### config.mk
export PLATFORM = sky130hd
export DESIGN_NAME = ifetch_queue_flat
export DESIGN_NICKNAME = d
export VERILOG_FILES = /design/src/rtl/ifetch_queue_if.sv /design/src/rtl/ifetch_queue.sv /design/src/flat_wrapper.sv
export SDC_FILE = /design/constraint.sdc
export NUM_CORES = 1
export LEC_CHECK = 0
export BUFFER_PORTS_ARGS = -buffer_cell sky130_fd_sc_hd__buf_4
export CAP_MARGIN = 40
export CORE_MARGIN = 3
export CORE_UTILIZATION = 44
export CTS_CLUSTER_DIAMETER = 50
export CTS_CLUSTER_SIZE = 16
export DETAILED_ROUTE_END_ITERATION = 10
export GPL_TIMING_DRIVEN = 0
export HOLD_SLACK_MARGIN = 0.1
export RECOVER_POWER = 100
export SLEW_MARGIN = 20
export SYNTH_ARGS = -nofsm -noshare
export SYNTH_HDL_FRONTEND = slang
export SYNTH_SLANG_ARGS = --single-unit
### constraint.sdc
create_clock -name clk -period 11.7 [get_ports clk]
set_clock_uncertainty 0.05 [all_clocks]
set_input_delay 2.34 -clock clk [delete_from_list [all_inputs] [get_ports clk]]
set_output_delay 2.34 -clock clk [all_outputs]
set_load 0.02 [all_outputs]
### src/rtl/ifetch_queue_if.sv
// Fetch-stage bundle: PC handshake, instruction-memory bus and decode-side queue head.
interface ifetch_queue_if #(
    parameter int unsigned WIDTH = 32
);
    logic [WIDTH-1:0] pcf;
    logic             pc_advance;
    logic             imem_req;
    logic [WIDTH-1:0] imem_addr;
    logic             imem_gnt;
    logic             imem_rvalid;
    logic [WIDTH-1:0] imem_rdata;
    logic [WIDTH-1:0] instrd;
    logic [WIDTH-1:0] pcplus4d;
    logic             validd;
    logic             stalld;
    logic             flush;

    modport master (
        input  pcf, imem_gnt, imem_rvalid, imem_rdata, stalld, flush,
        output pc_advance, imem_req, imem_addr, instrd, pcplus4d, validd
    );

    modport slave (
        output pcf, imem_gnt, imem_rvalid, imem_rdata, stalld, flush,
        input  pc_advance, imem_req, imem_addr, instrd, pcplus4d, validd
    );
endinterface

### src/rtl/ifetch_queue.sv
// Instruction fetch: one outstanding imem read per PC, results held in an in-order
// first-word-fall-through queue drained by decode; flush drops queued and in-flight words.
module ifetch_queue #(
    parameter int unsigned WIDTH = 32,
    parameter int unsigned DEPTH = 4
) (
    input  logic          clk,
    input  logic          reset,
    ifetch_queue_if.master bus
);
    localparam int unsigned AW = $clog2(DEPTH);
    localparam logic [AW:0] DEPTH_C = (AW+1)'(DEPTH);

    typedef enum logic [1:0] {IDLE, WAIT, DROP} state_t;

    state_t           state;
    logic [AW-1:0]    head;
    logic [AW-1:0]    tail;
    logic [AW:0]      count;
    logic [WIDTH-1:0] pend_pc4;
    logic [WIDTH-1:0] instr_mem [DEPTH];
    logic [WIDTH-1:0] pc4_mem   [DEPTH];

    logic grant;
    logic push;
    logic pop;

    always_comb begin
        bus.imem_req   = !reset && (state == IDLE) && (count < DEPTH_C) && !bus.flush;
        bus.imem_addr  = bus.pcf & ~WIDTH'(3);
        grant          = bus.imem_req && bus.imem_gnt;
        bus.pc_advance = grant;
        bus.validd     = (count != '0);
        bus.instrd     = bus.validd ? instr_mem[head] : '0;
        bus.pcplus4d   = bus.validd ? pc4_mem[head]   : '0;
        push           = (state == WAIT) && bus.imem_rvalid && !bus.flush;
        pop            = bus.validd && !bus.stalld && !bus.flush;
    end

    always_ff @(posedge clk or posedge reset) begin
        if (reset) begin
            state    <= IDLE;
            head     <= '0;
            tail     <= '0;
            count    <= '0;
            pend_pc4 <= '0;
            for (int unsigned i = 0; i < DEPTH; i++) begin
                instr_mem[i] <= '0;
                pc4_mem[i]   <= '0;
            end
        end else if (bus.flush) begin
            // A read still in flight must be absorbed in DROP so its late data never lands.
            head  <= '0;
            tail  <= '0;
            count <= '0;
            case (state)
                WAIT:    state <= bus.imem_rvalid ? IDLE : DROP;
                DROP:    state <= bus.imem_rvalid ? IDLE : DROP;
                default: state <= IDLE;
            endcase
        end else begin
            case (state)
                IDLE: if (grant) state <= WAIT;
                WAIT: if (bus.imem_rvalid) state <= IDLE;
                DROP: if (bus.imem_rvalid) state <= IDLE;
                default: state <= IDLE;
            endcase
            if (grant) pend_pc4 <= bus.pcf + WIDTH'(4);
            if (push) begin
                instr_mem[tail] <= bus.imem_rdata;
                pc4_mem[tail]   <= pend_pc4;
                tail            <= tail + 1'b1;
            end
            if (pop) head <= head + 1'b1;
            case ({push, pop})
                2'b10:   count <= count + 1'b1;
                2'b01:   count <= count - 1'b1;
                default: count <= count;
            endcase
        end
    end
endmodule

### src/flat_wrapper.sv
// flat-port wrapper written by rule: the top's interface ports become plain ports
module ifetch_queue_flat 
#(
    parameter int unsigned WIDTH = 32,
    parameter int unsigned DEPTH = 4
)
  (clk, reset, bus_pcf, bus_imem_gnt, bus_imem_rvalid, bus_imem_rdata, bus_stalld, bus_flush, bus_pc_advance, bus_imem_req, bus_imem_addr, bus_instrd, bus_pcplus4d, bus_validd);
  ifetch_queue_if #(.WIDTH(WIDTH)) bus_i ();
  input  logic clk;
  input  logic reset;
  input wire logic [$bits(bus_i.pcf)-1:0] bus_pcf;
  input wire logic [$bits(bus_i.imem_gnt)-1:0] bus_imem_gnt;
  input wire logic [$bits(bus_i.imem_rvalid)-1:0] bus_imem_rvalid;
  input wire logic [$bits(bus_i.imem_rdata)-1:0] bus_imem_rdata;
  input wire logic [$bits(bus_i.stalld)-1:0] bus_stalld;
  input wire logic [$bits(bus_i.flush)-1:0] bus_flush;
  output wire logic [$bits(bus_i.pc_advance)-1:0] bus_pc_advance;
  output wire logic [$bits(bus_i.imem_req)-1:0] bus_imem_req;
  output wire logic [$bits(bus_i.imem_addr)-1:0] bus_imem_addr;
  output wire logic [$bits(bus_i.instrd)-1:0] bus_instrd;
  output wire logic [$bits(bus_i.pcplus4d)-1:0] bus_pcplus4d;
  output wire logic [$bits(bus_i.validd)-1:0] bus_validd;
  assign bus_i.pcf = bus_pcf;
  assign bus_i.imem_gnt = bus_imem_gnt;
  assign bus_i.imem_rvalid = bus_imem_rvalid;
  assign bus_i.imem_rdata = bus_imem_rdata;
  assign bus_i.stalld = bus_stalld;
  assign bus_i.flush = bus_flush;
  assign bus_pc_advance = bus_i.pc_advance;
  assign bus_imem_req = bus_i.imem_req;
  assign bus_imem_addr = bus_i.imem_addr;
  assign bus_instrd = bus_i.instrd;
  assign bus_pcplus4d = bus_i.pcplus4d;
  assign bus_validd = bus_i.validd;
  ifetch_queue #(.WIDTH(WIDTH), .DEPTH(DEPTH)) u_core (.clk(clk), .reset(reset), .bus(bus_i));
endmodule
==> qor.txt <==
Number of CTS-inserted buffers = 36
TritonCTS clock tree = yes
Proportion of netlist area held by the largest area contributor = 0.532
Number of antenna cells inserted = 0
Wire length per cell after detailed routing = 19.2 µm
Count of buffers from port buffering = 166
CP Cell Sequence = clkbuf_1 -> or4b_1 -> inv_1 -> nand2_1 -> inv_1 -> clkbuf_1 -> clkbuf_1
Largest net degree at the start of global routing = 101
DIE HEIGHT = 184 µm
Portion of the clock cycle consumed by the worst path in the final layout = 0.594
Share of final-layout standard cells stronger than drive strength 1 = 0.448
Avg Vias per Cell = 5.38
Non-Filler Cell Area, Final = 0.0168 mm²
DIE AREA = 0.0339 mm²
Routability-driven placement congestion ratio = 0.769
Worst R2R Start = u_core.head[0]$_DFFE_PP0P_
Max-slew violation count = 116
P&R area growth vs syn = 20.4%
Post-detailed-route DRC marker count = 0
Total power density per cell area = 168 mW/mm²
Router iterations before antenna repair = 4
Flop-to-flop setup slack = 8.73 ns
Count of max-cap constraint violations = 2
Number of flops mapped to enable cells by yosys = 0
Final core utilization = 0.544
Min-Delay Path Depth = 1
Top cell family by delay on the critical path = buffers and inverters
Post-synthesis cell type with the largest combined area = dfrtp_1
Final net count = 1274
Violations in the final reports = max-capacitance violations, max-slew violations
Number of sinks handled by clock tree synthesis = 297
Async S/R FF share, synth = 1.00
Minimum period implied by the final worst setup slack = 6.95 ns
Number of placement rows = 64
Kind of start point of the critical path = primary input
Number of hold violations in the final report = 0
Share of synthesized area occupied by flip-flops and latches = 0.532
Worst min path class = reg2reg
Critical path class = in2out
Wire length reported by the detailed router = 30900 µm
Maximum operating frequency = 0.144 GHz
Start point of the worst hold path = u_core.instr_mem[62]$_DFFE_PP0P_
Number of buffers inserted for hold repair after clock tree synthesis = 0
Endpoint kind of the worst setup timing path = output pin
Biggest cell delay along the critical path = 0.66 ns
Cells after synthesis = 988
GR Util All Layers = 0.184
ANT nets after route = 0
Worst hold path endpoint = u_core.instr_mem[62]$_DFFE_PP0P_
Max Fanout on Critical Path = 10
Area contributors post-synth = dfrtp_1 53%, mux2_2 21%, mux4_2 10%
Cells resized by post-CTS repair = 0
Netlist area before placement = 0.0140 mm²
Worst slew margin relative to its limit = -1.66
Top-Level Pins = 169
Worst-path cell with the longest stage delay = or4b_1
Worst vdd ir = 0.111 mV
Arrival @ worst endpoint = 4.56 ns
Global-route wire length before repair = 49500 µm
Number of different library cells in the post-synthesis netlist = 44
Die Width = 184 µm
Starting Density = 0.452
Status = finished with violations
Combined buffer and inverter count along the critical path = 5
Seq cells post-synth = 297
Number of levels the H-tree was split into = 2
Setup repair after global routing missed its margin = no
Commonest register cell after synthesis = dfrtp_1
Most Frequent Cell on Critical Path = clkbuf_1
Req. time, crit path = 9.31 ns
Grt total ovfl = 0
Post-CTS Setup Repair Bufs = 0
Leakage = 8.08 nW
Worst-case clock buffer depth = 3
Least-Margin Pin Slew = 3.99 ns
Worst hold-check slack = 0.446 ns
Detailed-route via count = 8679
Count of yosys warnings during synthesis = 0
Via count of the first global-routing pass = 8948
HPWL after DPL = 20900 µm
Clock slew seen by the registers of the worst setup and hold paths = 0.05 ns
Initial antenna violation count = 0
Worst r2r path cells = 6
Placeable core region = 0.0309 mm²
End of the worst register-to-register path = u_core.head[1]$_DFFE_PP0P_
Number of setup violations in the final report = 0
DP Area = 0.0158 mm²
Filler instances = 2636
Iteration-0 DRC count of the detailed router = 342
CTS Root Cell = clkbuf_16
Average cell area after synthesis = 14.1 µm²
Source-to-sink clock delay at the later pin of the worst-skew pair = 0.50 ns
## cell usage after synthesis, types with 11 or more instances
master      n
a31oi_1    11
and2_1     65
buf_2      12
buf_4      36
clkbuf_1   40
dfrtp_1   297
mux2_2    256
mux4_2     64
nand2_1    42
nand3_1    17
nor2_1     19
o21ai_0    19
or4_1      11
## report_power, final
group | internal [W] | switching (W)
clock | 0.000732 | 0.000422
combinational | 0.000233 | 0.000204
sequential | 0.00115 | 0.0000942
## cell usage in the layout, fill, tap and decap left out, types with 3 or more instances in the layout
cell,synthesis,final
and4_1,7,7
and2_0,0,50
o21ai_0,19,19
nand4_1,7,7
clkinvlp_4,0,3
nor2_1,19,19
clkbuf_8,0,4
clkinv_2,0,4
clkbuf_16,0,37
nor4_1,3,3
a21oi_1,3,3
nand3_1,17,17
xor2_1,9,9
o31ai_1,9,9
nand2_1,42,43
mux2_2,256,256
bufinv_16,0,6
buf_2,12,6
or4_1,11,11
dfrtp_1,297,297
and3_1,5,5
clkbuf_1,40,97
buf_4,36,156
nor3_1,5,5
a31oi_1,11,11
xnor2_1,8,8
inv_1,9,10
ha_1,7,7
and2_1,65,15
mux4_2,64,64
## flip-flops by register name (all words and copies together) (netlist names)
register and count:
u_core.head 2, u_core.state 2, u_core.instr_mem 128, u_core.count 3, u_core.pend_pc4 32, u_core.pc4_mem 128, u_core.tail 2
## stage by stage
step	total power [W]	TNS, ns	setup slack (ns)	instances
2_1_floorplan	0.00154	0	1.11	989
3_3_place_gp	0.00170	-742.95	-2.52	1551
3_5_place_dp	0.00172	0	5.35	1554
4_1_cts	0.00288	0	5.35	1612
5_1_grt	0.00297	0	3.76	1612
6_report	0.00283	0	4.75	1612
## layer usage
layer  wire, µm  GRT usage
met1      14500      0.265
met2      14700      0.301
met3       1260     0.0270
met4        401     0.0387
met5          0          0
## area by class of cell
| type | instances | area (µm²) | share of cell area |
|---|---|---|---|
| Clock buffer | 43 | 988 | 0.0588 |
| Buffer | 91 | 484 | 0.0288 |
| Clock inverter | 15 | 240 | 0.0143 |
| Sequential cell | 297 | 7430 | 0.442 |
| Inverter | 11 | 42.5 | 0.00253 |
| Timing Repair Buffer | 169 | 1140 | 0.0678 |
| Multi-Input combinational cell | 590 | 5990 | 0.356 |
| Tap cell | 396 | 495 | 0.0295 |
## worst max-delay path by stage
stage	start	end	slack, ns	depth (start not counted)
2_1_floorplan	reset	u_core.count[0]$_DFFE_PP0P_	1.11	1
3_3_place_gp	reset	u_core.instr_mem[92]$_DFFE_PP0P_	-2.52	2
3_5_place_dp	bus_flush	bus_pc_advance	5.35	7
4_1_cts	bus_flush	bus_pc_advance	5.35	7
5_1_grt	reset	u_core.pend_pc4[19]$_DFFE_PP0P_	3.76	3
6_report	bus_flush	bus_pc_advance	4.75	7
## cells by family after synthesis
kind of cell | after synthesis | synth area share
flip-flops | 297 | 0.532
other | 1 | 0.000268
multiplexers | 320 | 0.310
AND/OR/NAND/NOR | 192 | 0.0768
buffers and inverters | 102 | 0.0387
AO/OA/AOI/OAI | 50 | 0.0227
adder cells (fa/ha/maj) | 8 | 0.00770
XOR/XNOR | 18 | 0.0123
(Power assumes the default switching activity.)
